==> config.mk <==
export PLATFORM = sky130hd
export DESIGN_NAME = led_fader
export DESIGN_NICKNAME = d
export VERILOG_FILES = /design/src/rtl/led_fader.sv
export SDC_FILE = /design/constraint.sdc
export NUM_CORES = 1
export LEC_CHECK = 0
export CAP_MARGIN = 25
export CORE_UTILIZATION = 30
export DETAILED_ROUTE_END_ITERATION = 7
export GPL_TIMING_DRIVEN = 0
export HOLD_SLACK_MARGIN = 0.1
export SETUP_SLACK_MARGIN = 0.3
export SYNTH_ARGS = -nofsm -noshare
export SYNTH_HDL_FRONTEND = slang
export SYNTH_SLANG_ARGS = --single-unit
==> constraint.sdc <==
create_clock -name clk -period 7.7 [get_ports clk]
set_clock_uncertainty 0.2 [all_clocks]
set_input_delay 1.155 -clock clk [delete_from_list [all_inputs] [get_ports clk]]
set_output_delay 1.155 -clock clk [all_outputs]
set_load 0.005 [all_outputs]
==> src/rtl/led_fader.sv <==
// LED colour fader: ramps a registered RGB image toward the target image by one
// LSB per byte per fade tick, visiting one byte per clock during a scan.
module led_fader #(
    parameter int LED_CNT   = 3,
    parameter int CLK_SPEED = 25_000_000,
    parameter int STEP_HZ   = 1000
) (
    input  logic                   clk,
    input  logic                   reset,
    input  logic [LED_CNT*24-1:0]  target_i,
    input  logic                   fade_en_i,
    output logic [LED_CNT*24-1:0]  data_o,
    output logic                   busy_o,
    output logic                   step_done_o
);

    localparam int NBYTES   = LED_CNT * 3;
    localparam int TICK_DIV = CLK_SPEED / STEP_HZ;
    localparam int IDX_W    = (NBYTES > 1) ? $clog2(NBYTES) : 1;
    localparam int CNT_W    = (TICK_DIV > 1) ? $clog2(TICK_DIV) : 1;

    localparam logic [IDX_W-1:0] LAST_IDX = IDX_W'(NBYTES - 1);
    localparam logic [CNT_W-1:0] CNT_MAX  = CNT_W'(TICK_DIV - 1);

    // A scan must finish before the next tick arrives.
    generate
        if (TICK_DIV < NBYTES + 2) begin : g_bad_tick_div
            $error("led_fader: TICK_DIV (%0d) must be >= NBYTES+2 (%0d)", TICK_DIV, NBYTES + 2);
        end
    endgenerate

    typedef enum logic {
        IDLE = 1'b0,
        SCAN = 1'b1
    } state_t;

    state_t             state_q, state_d;
    logic [IDX_W-1:0]   idx_q, idx_d;
    logic [CNT_W-1:0]   cnt_q, cnt_d;
    logic               step_done_q, step_done_d;
    logic               tick;
    logic               scan_en;

    // Free-running prescaler; never stalls, regardless of FSM state.
    always_comb begin
        tick  = (cnt_q == CNT_MAX);
        cnt_d = tick ? '0 : cnt_q + 1'b1;
    end

    always_comb begin
        state_d     = state_q;
        idx_d       = idx_q;
        step_done_d = 1'b0;
        scan_en     = 1'b0;
        if (!fade_en_i) begin
            state_d = IDLE;
            idx_d   = '0;
        end else begin
            case (state_q)
                IDLE: begin
                    if (tick) begin
                        state_d = SCAN;
                        idx_d   = '0;
                    end
                end
                SCAN: begin
                    scan_en = 1'b1;
                    if (idx_q == LAST_IDX) begin
                        state_d     = IDLE;
                        idx_d       = '0;
                        step_done_d = 1'b1;
                    end else begin
                        idx_d = idx_q + 1'b1;
                    end
                end
                default: begin
                    state_d = IDLE;
                    idx_d   = '0;
                end
            endcase
        end
    end

    always_ff @(posedge clk or negedge reset) begin
        if (!reset) begin
            state_q     <= IDLE;
            idx_q       <= '0;
            cnt_q       <= '0;
            step_done_q <= 1'b0;
        end else begin
            state_q     <= state_d;
            idx_q       <= idx_d;
            cnt_q       <= cnt_d;
            step_done_q <= step_done_d;
        end
    end

    // One saturating up/down byte per colour channel; only the byte under idx moves.
    for (genvar gi = 0; gi < NBYTES; gi++) begin : g_byte
        logic [7:0] byte_q, byte_d;
        logic [7:0] tgt_b;

        assign tgt_b = target_i[8*gi +: 8];

        always_comb begin
            byte_d = byte_q;
            if (!fade_en_i) begin
                byte_d = tgt_b;
            end else if (scan_en && (idx_q == IDX_W'(gi))) begin
                if (byte_q < tgt_b) begin
                    byte_d = byte_q + 8'd1;
                end else if (byte_q > tgt_b) begin
                    byte_d = byte_q - 8'd1;
                end
            end
        end

        always_ff @(posedge clk or negedge reset) begin
            if (!reset) begin
                byte_q <= 8'd0;
            end else begin
                byte_q <= byte_d;
            end
        end

        assign data_o[8*gi +: 8] = byte_q;
    end

    assign busy_o      = (data_o != target_i);
    assign step_done_o = step_done_q;

endmodule

# == Yosys cells after proc, flatten, opt, wreduce, memory -nomap -nowiden ==
# Index checks and enable logic that the tools add are counted.
# op_classes
add_sub_neg,20
reduce_logical,19
muxes,50
n_lt_le_gt_ge,18
n_eq_ne,29
bitwise_logic,1
# ops
op,n
$mux W8,36
$add A8 B1 Y8 const B,9
$gt A8 B8 Y1,9
$lt A8 B8 Y1,9
$ne A72 B72 Y1,1
$sub A8 B1 Y8 const B,9
$ne A3 B1 Y1 const B,9
$ne A2 B1 Y1 const B,9
$reduce_and A2 Y1,9
$eq A4 B3 Y1 const B,4
$add A15 B1 Y15 const B,1
$eq A15 B15 Y1 const B,1
$mux W15,1
$mux W4,3
$logic_and A1 B1 Y1,9
$eq A4 B2 Y1 const B,2
$mux W1,8
$pmux W4 S2,1
$add A4 B1 Y4 const B,1
$eq A4 B1 Y1 const B,1
$eq A4 B4 Y1 const B,1
$logic_not A4 Y1,1
$ne A3 B3 Y1 const B,1
$pmux W1 S2,1
$not A1 Y1,1
# totals
input_bits,75
word_cells,150
ff_bits,93

# == Longest topological paths before layout ==
# Gate-level depths: netlist (run 1).
# depth
depth_word,5
mapped_depth,13

# == Worst setup path after synthesis (run 1) ==
# Ideal clock, no wire load.
# synth_path
kind,input -> output
startpoint,input target_i[71]
endpoint,output busy_o
path_stages,7
slack_ns,3.427
arrival_ns,2.918
path_cell_list,inv_1 -> ha_1 -> and4_1 -> and3_1 -> nand4_1 -> or4_1 -> or4b_1
# synth_between
elab_chain_len,1
# synth_rtl
element,line_no,rtl
start: declaration,10,"input logic [LED_CNT*24-1:0] target_i,"
$ne A72 B72 Y1,129,assign busy_o = (data_o != target_i);
end: declaration,13,"output logic busy_o,"
# Every way passes these cells.

# == Worst setup path after layout (run 1) ==
# Ends and elaborated chain as after synthesis.

==> results of run 1 <==
final timing paths:
check / start / to / depth (start not counted)
max: target_i[71] / busy_o / 9
min: cnt_q[0]$_DFF_PN0_ / cnt_q[0]$_DFF_PN0_ / 1
max reg2reg: g_byte[7].byte_q[1]$_DFFE_PN0P_ / g_byte[7].byte_q[7]$_DFFE_PN0P_ / 12
min reg2reg: cnt_q[0]$_DFF_PN0_ / cnt_q[0]$_DFF_PN0_ / 1
max in group asynchronous: reset / g_byte[2].byte_q[5]$_DFFE_PN0P_ / 2
min in group asynchronous: reset / g_byte[3].byte_q[2]$_DFFE_PN0P_ / 1
routing by layer:
metal  vias to the layer above  share of wire [%]
met5                         -                  0
met4                         0                2.2
met3                        26                4.6
met2                       151                 46
met1                      3589                 47
li1                       3761                  -
cell usage in the layout, fill, tap and decap left out, types with 9 or more instances in the layout:
| master | count |
|---|---|
| fa_1 | 9 |
| clkdlybuf4s50_1 | 146 |
| and3_1 | 15 |
| o21ai_0 | 19 |
| nor3_1 | 17 |
| clkbuf_1 | 14 |
| a22o_1 | 9 |
| a21oi_1 | 65 |
| xor2_1 | 23 |
| dfrtp_1 | 93 |
| clkbuf_16 | 9 |
| a21o_1 | 32 |
| inv_1 | 100 |
| a221o_1 | 44 |
| ha_1 | 139 |
| nor2_1 | 93 |
| o211ai_1 | 14 |
| nand2_1 | 42 |
| nand3_1 | 44 |
| nor2b_1 | 9 |
| nand4_1 | 9 |
| o221ai_1 | 9 |
| xnor2_1 | 36 |
layout make-up:
cell class | instances | area [µm²]
multi-input cells | 727 | 5623
clock inverters | 7 | 88.84
well taps | 372 | 465.4
repair buffers | 149 | 1501
flip-flops and latches | 93 | 2327
inverters | 100 | 375.4
plain buffers | 18 | 72.57
fillers | 2808 | 16500
clock buffers | 9 | 225.2
through the flow:
step | setup slack [ps] | total power [W] | hold WS, ps | cells | utilization, %
5_1_grt | 1861 | 0.001947 | 273.2 | 1475 | 39.30
4_1_cts | 2003 | 0.001835 | 261.0 | 1474 | 39.28
6_report | 2036 | 0.001811 | 258.7 | 1475 | 39.30
3_3_place_gp | 1300 | 0.001311 | 242.8 | 1457 | 38.03
3_5_place_dp | 2023 | 0.001328 | 250.1 | 1458 | 38.12
2_1_floorplan | 3427 | 0.001082 | 225.1 | 938 | -
state kept, by name, summed over array words and instances, names as in the netlist:
register       cells
state_q            1
step_done_o        1
cnt_q             15
g_byte.byte_q     72
idx_q              4
power by group:
group	switching [W]	internal, W	leakage [nW]
combinational	0.000372	0.000372	3.78
clock	0.000232	0.000260	0.150
sequential	0.0000526	0.000522	1.16
cell usage after synthesis (all sizes together), types with 9 or more instances:
| library cell | count | share of area [%] |
|---|---|---|
| nor2b | 9 | 0.67 |
| fa | 9 | 2.1 |
| o21ai | 19 | 1.1 |
| inv | 100 | 4.5 |
| nor3 | 18 | 1.1 |
| ha | 139 | 21 |
| xor2 | 23 | 2.4 |
| a22o | 9 | 0.94 |
| a221o | 44 | 5.2 |
| nand4 | 9 | 0.67 |
| nand2 | 42 | 1.9 |
| nand3 | 44 | 2.6 |
| o211ai | 14 | 1.3 |
| nor2 | 93 | 4.2 |
| a21o | 33 | 3.0 |
| dfrtp | 93 | 28 |
| clkbuf | 14 | 0.63 |
| and3 | 15 | 1.1 |
| a21oi | 65 | 3.9 |
| o221ai | 9 | 0.94 |
| xnor2 | 36 | 3.8 |
cell families (layout without fill, tap and decap cells):
group | Yosys count | count (layout) | share of synthesized area [%]
mux | 1 | 1 | 0.1192
simple gates | 262 | 262 | 15.11
xor+xnor | 59 | 59 | 6.153
fa+ha+maj | 148 | 148 | 22.85
flops | 93 | 93 | 27.71
compound gates | 257 | 257 | 22.72
buf+inv | 118 | 283 | 5.334
worst max-delay path: stages:
cell	delay (ps)
clkdlybuf4s50_1	480
inv_1	50
ha_1	300
and4_1	240
and3_1	280
nand4_1	150
or4_1	600
or4b_1	540
clkdlybuf4s50_1	520
==> qor.txt, run 1 <==
P&R area growth vs syn -> 27.16%
DRC -> 0
slew margin rel. -> 36.14%
FMAX -> 0.1766 GHz
H-tree depth -> 3
met1 GRT Util -> 21.88%
worst-path maximum fanout -> 3
Distinct cells, synth -> 57
Worst-Skew Late Latency -> 360 ps
count of final setup violators -> 0
Top FF cell, synth -> dfrtp_1
Final Hold Fails -> 0
Worst setup EP type -> output pin
Leak Pwr -> 5.082 nW
CTS Buf Count -> 9
Synth Register Bits -> 93
IO Pins -> 149
postcts setup bufs -> 0
EDFF count, synth -> 0
DP Area -> 0.01036 mm²
CP arrival -> 4310 ps
post-cts hold buffer count -> 0
Final period util -> 73.56%
ant diodes -> 0
R2R setup slack -> 4010 ps
routed len/inst -> 16.01 µm
max cap viols -> 0
Iteration-0 DRC Markers -> 416
pwr/cell area -> 169.5 mW/mm²
first-pass GRT wire length -> 38.09 mm
Required @ worst endpoint -> 6340 ps
final RePlAce weighted congestion -> 0.8395
run status -> completed
Layout Nets -> 1,321
Num Clock Sinks -> 93
sequential-to-total area share from yosys stat -> 27.71%
class of the worst hold path -> flop to flop
initial antenna violation count -> 0
Core Area -> 0.02718 mm²
design area -> 0.01068 mm²
Syn. warnings -> 0
die area -> 0.02867 mm²
cells after synthesis -> 938
vias -> 7,527
grt peak-use layer -> met2
CTS Buffer Depth -> 2
Mean Syn Cell Area -> 8.953 µm²
crit start category -> input port
post-CTS resize count -> 0
Max rail drop VDD -> 117.2 µV
max-slew violations -> 0
IO buf count -> 147
Period minus WS final -> 5664 ps
CTS tree -> done
Worst-path clk slew -> 80 ps
CP Class -> input port to output pin
Slew @ Worst Pin -> 957.9 ps
Via density -> 5.103
post-DP HPWL -> 18.17 mm
setup TNS -> 0 ps
met2 Usage GRT -> 28.16%
clock root buffer -> clkbuf_16
final WL -> 23.62 mm
Starting Density -> 30.90%
total gr overflow -> 0
DIE WIDTH -> 169.3 µm
GRT met3 Usage -> 3.335%
Syn Nets -> 1,161
Total GRT Usage -> 16.89%
largest net degree at the start of global routing -> 48
share of cells above drive strength 1 -> 2.992%
Chip Height -> 169.3 µm
TritonRoute pass-1 iters -> 5
unrepaired setup endpoints after global routing -> false
synthesized area -> 0.008398 mm²
remaining antenna violation count -> 0
Post-synth ARST share -> 100.0%
row count -> 60
vias in the first global route -> 7,381
Power figures use the tool's default switching activity.
==> inputs of run 2 (changes only) <==
Clock period 7.7 ns to 5.2 ns, I/O delays scaled along.
==> qor.txt, run 2 (same netlist as run 1, synthesis figures left out) <==
R2R setup slack -> 1510 ps
CP max stage cell -> or4_1
clock root buffer -> clkbuf_16
Hold WS -> 230.1 ps
register with the most flip-flops -> g_byte.byte_q
post-DP HPWL -> 18.17 mm
Core Area -> 0.02718 mm²
Period minus WS final -> 4532 ps
Max rail drop VDD -> 173.6 µV
TritonRoute pass-1 iters -> 5
run status -> completed
Layout fillers -> 2,807
final WL -> 23.62 mm
ant diodes -> 0
final core utilization -> 39.31%
FMAX -> 0.2206 GHz
GRT met3 Usage -> 3.335%
Final Hold Fails -> 0
Register Area -> 0.002327 mm²
Largest register FFs -> 72
row count -> 60
met2 Usage GRT -> 28.16%
Leak Pwr -> 5.081 nW
postcts setup bufs -> 0
most common cell after layout, fill and taps aside -> clkdlybuf4s50_1
initial antenna violation count -> 0
Worst-path clk slew -> 80 ps
most frequent cells in the layout -> clkdlybuf4s50_1, ha_1, inv_1
grt peak-use layer -> met2
crit path cell chain -> clkdlybuf4s50_1 -> inv_1 -> ha_1 -> and4_1 -> and3_2 -> nand4_1 -> or4_1 -> or4b_1 -> dlymetal6s2s_1
unrepaired setup endpoints after global routing -> false
first-pass GRT wire length -> 38.09 mm
pwr/cell area -> 251.0 mW/mm²
max-slew violations -> 0
DIE WIDTH -> 169.3 µm
share of cells above drive strength 1 -> 3.083%
biggest regs -> g_byte.byte_q (72), cnt_q (15), idx_q (4)
vias -> 7,530
Total GRT Usage -> 16.89%
die area -> 0.02867 mm²
Iteration-0 DRC Markers -> 416
DRC -> 0
multi-input logic area -> 0.005624 mm²
slew margin rel. -> 36.14%
crit start category -> input port
met1 GRT Util -> 21.88%
total gr overflow -> 0
Starting Density -> 30.90%
max cap viols -> 0
Worst-Skew Late Latency -> 360 ps
CTS Buf Count -> 9
largest net degree at the start of global routing -> 48
Worst setup EP type -> output pin
Layout Nets -> 1,321
cell family with most CP delay -> simple AND/OR/NAND/NOR gates
final RePlAce weighted congestion -> 0.8395
CTS Buffer Depth -> 2
max incr delay on CP -> 590 ps
Slew @ Worst Pin -> 957.8 ps
class of the worst hold path -> input port to async pin
IO Pins -> 149
Chip Height -> 169.3 µm
vias in the first global route -> 7,381
CTS tree -> done
worst-path maximum fanout -> 3
Pwr Total -> 0.002681 W
Placement Setup Slack -> 273.0 ps
post-cts hold buffer count -> 0
P&R area growth vs syn -> 27.20%
H-tree depth -> 3
routed len/inst -> 16.01 µm
CP arrival -> 3550 ps
CP Class -> input port to output pin
setup TNS -> 0 ps
Num Clock Sinks -> 93
WP buf/inv -> 3
Required @ worst endpoint -> 4220 ps
remaining antenna violation count -> 0
final worst slack -> 667.7 ps
IO buf count -> 147
Final period util -> 87.16%
Via density -> 5.105
count of final setup violators -> 0
-- run 2: routing by layer --
| layer | part of all wire [%] | vias up |
|---|---|---|
| li1 | - | 3762 |
| met1 | 47 | 3591 |
| met2 | 46 | 151 |
| met3 | 4.6 | 26 |
| met4 | 2.2 | 0 |
| met5 | 0 | - |
-- run 2: repair_timing --
action	CTS	global route
endpoints found under the setup margin	1	1
pin swaps	0	0
gates resized for setup	1	1
endpoints found under the hold margin	0	0
-- run 2: per-stage QoR --
stage,area [µm²],cells
after floorplan,8398,938
after global placement,10330,1457
after detailed placement,10360,1458
after CTS,10680,1474
after global routing,10680,1475
final,10680,1475
-- run 2: worst paths after layout --
| check | depth (start not counted) | startpoint | to |
|---|---|---|---|
| min reg2reg | 1 | cnt_q[0]$_DFF_PN0_ | cnt_q[0]$_DFF_PN0_ |
| max in group asynchronous | 2 | reset | g_byte[2].byte_q[5]$_DFFE_PN0P_ |
| max reg2reg | 12 | g_byte[7].byte_q[1]$_DFFE_PN0P_ | g_byte[7].byte_q[7]$_DFFE_PN0P_ |
| max | 9 | target_i[71] | busy_o |
| min | 1 | reset | g_byte[3].byte_q[2]$_DFFE_PN0P_ |
| min in group clk | 1 | cnt_q[0]$_DFF_PN0_ | cnt_q[0]$_DFF_PN0_ |
-- run 2: where the power goes --
group / switching (W) / leakage, nW / total (W) / internal (W)
registers: 0.0000779 / 1.16 / 0.000851 / 0.000773
logic: 0.000551 / 3.78 / 0.00110 / 0.000550
clock network: 0.000343 / 0.150 / 0.000728 / 0.000385
-- run 2: cell type report --
| type | instances | area share (%) |
|---|---|---|
| Multi-Input combinational cell | 727 | 52.65 |
| Sequential cell | 93 | 21.79 |
| Timing Repair Buffer | 149 | 14.08 |
| Tap cell | 372 | 4.357 |
| Inverter | 100 | 3.514 |
| Clock buffer | 9 | 2.108 |
| Clock inverter | 7 | 0.8316 |
| Buffer | 18 | 0.6793 |
-- run 2: worst reg2reg max path: cells and delay by family, from the launching register on --
kind | cells | cell delay [ps]
AOI/OAI and AO/OA | 5 | 1120
adders and majority gates | 2 | 680
DFF | 1 | 460
and+or+nand+nor | 5 | 1160
==> inputs of run 3 (changes only) <==
Settings changed: CORE_ASPECT_RATIO from default to 0.6, PLACE_DENSITY_LB_ADDON from default to 0.05, SETUP_SLACK_MARGIN 0.3 to default.
==> qor.txt, run 3 (same netlist as run 1, synthesis figures left out) <==
run status -> completed
share of cells above drive strength 1 -> 2.901%
Hold WS -> 263.1 ps
Num Clock Sinks -> 93
biggest regs -> g_byte.byte_q (72), cnt_q (15), idx_q (4)
Pwr Total -> 0.002775 W
TritonRoute pass-1 iters -> 5
total gr overflow -> 0
remaining antenna violation count -> 0
Total GRT Usage -> 18.82%
hold path start -> cnt_q[0]$_DFF_PN0_
post-CTS resize count -> 0
row count -> 47
worst-path maximum fanout -> 3
r2r endpoint -> g_byte[5].byte_q[7]$_DFFE_PN0P_
Largest register FFs -> 72
max-slew violations -> 0
register with the most flip-flops -> g_byte.byte_q
max incr delay on CP -> 610 ps
CP Class -> input port to output pin
CP max stage cell -> or4_1
cell family with most CP delay -> simple AND/OR/NAND/NOR gates
Layout Nets -> 1,322
initial antenna violation count -> 1
Layout fillers -> 2,825
Gate power share -> 40.4%
IO Pins -> 149
Final Hold Fails -> 0
Worst setup EP type -> output pin
Period minus WS final -> 4921 ps
Iteration-0 DRC Markers -> 452
Final period util -> 94.64%
Starting Density -> 30.51%
count of final setup violators -> 0
pwr/cell area -> 259.0 mW/mm²
vias in the first global route -> 7,102
Via density -> 4.993
DIE WIDTH -> 218 µm
largest net degree at the start of global routing -> 78
ant diodes -> 0
Leak Pwr -> 5.100 nW
crit path cell chain -> clkdlybuf4s50_1 -> inv_1 -> ha_1 -> and4_1 -> and3_1 -> nand4_1 -> or4_1 -> or4b_1 -> clkdlybuf4s50_1
Placed Cells -> 1,454
max cap viols -> 0
crit start category -> input port
IO buf count -> 147
post-DP HPWL -> 20.08 mm
sequential share of power -> 30.8%
vias -> 7,340
share of total power in the clock network -> 28.8%
postcts setup bufs -> 0
post-route insts no fill -> 1,470
slew margin rel. -> 30.13%
Core Area -> 0.02752 mm²
final RePlAce weighted congestion -> 0.8027
unrepaired setup endpoints after global routing -> false
Worst-path clk slew -> 70 ps
sw power -> 0.0009803 W
WHS Path Cells -> 1
H-tree depth -> 3
WP buf/inv -> 3
Hold Path End -> cnt_q[0]$_DFF_PN0_
most common cell after layout, fill and taps aside -> clkdlybuf4s50_1
routed len/inst -> 17.70 µm
Chip Height -> 131.6 µm
CTS tree -> done
R2R setup slack -> 1240 ps
Reg-to-Reg Start -> g_byte[5].byte_q[3]$_DFFE_PN0P_
CTS Buf Count -> 9
CP arrival -> 3940 ps
clock root buffer -> clkbuf_16
first-pass GRT wire length -> 41.46 mm
most frequent cells in the layout -> clkdlybuf4s50_1, ha_1, inv_1
Internal Power -> 0.001794 W
Required @ worst endpoint -> 4220 ps
Max rail drop VDD -> 168.8 µV
Sw Share -> 35.33%
Slew @ Worst Pin -> 1048 ps
class of the worst hold path -> flop to flop
final core utilization -> 38.92%
DRC -> 0
P&R area growth vs syn -> 27.55%
FMAX -> 0.2032 GHz
Worst-Skew Late Latency -> 370 ps
die area -> 0.02869 mm²
final WL -> 26.03 mm
CTS Buffer Depth -> 2
R2R cell count -> 12
CP dominant cell by count -> clkdlybuf4s50_1
run 3: area by class of cell:
type | count | area [µm²] | area share, %
Timing Repair Buffer | 150 | 1518 | 14.17
Multi-Input combinational cell | 727 | 5623 | 52.49
Buffer | 18 | 72.57 | 0.6775
Clock inverter | 6 | 111.4 | 1.040
Clock buffer | 9 | 225.2 | 2.103
Inverter | 100 | 375.4 | 3.504
Tap cell | 367 | 459.2 | 4.287
Sequential cell | 93 | 2327 | 21.73
run 3: what timing repair did:
item / 4_1_cts / 5_1_grt
endpoints found under the setup margin: 0 / 0
hold buffers: 1 / 0
endpoints found under the hold margin: 16 / 0
run 3: through the flow:
stage                     area (µm²)  setup WS (ps)  setup TNS, ps
after floorplan                 8398           1523              0
after global placement         10330          -1257        -115280
after detailed placement       10360          251.8              0
after CTS                      10710          241.9              0
after global routing           10710          164.6              0
final                          10710          278.5              0
run 3: how the worst max path moves through the flow:
stage	start	endpoint	slack, ps	depth (start not counted)
global route	target_i[71]	busy_o	160	9
CTS	target_i[71]	busy_o	240	9
global placement	reset	g_byte[8].byte_q[5]$_DFFE_PN0P_	-1260	1
floorplan	target_i[67]	g_byte[8].byte_q[7]$_DFFE_PN0P_	1520	12
detailed placement	target_i[71]	busy_o	250	9
finish	target_i[71]	busy_o	280	9
run 3: per-layer routing:
layer | wire, µm | GRT usage [%]
met1 | 14990 | 30.97
met2 | 9692 | 24.25
met3 | 1080 | 3.148
met4 | 262 | 4.623
met5 | 0 | 0
run 3: power by group through the flow:
stage / clock, W / combinational (W) / sequential (W)
after floorplan: 0 / 0.000752 / 0.000850
after global placement: 0 / 0.00112 / 0.000871
after detailed placement: 0 / 0.00112 / 0.000869
after CTS: 0.000834 / 0.00113 / 0.000855
after global routing: 0.000856 / 0.00126 / 0.000867
final: 0.000800 / 0.00112 / 0.000854
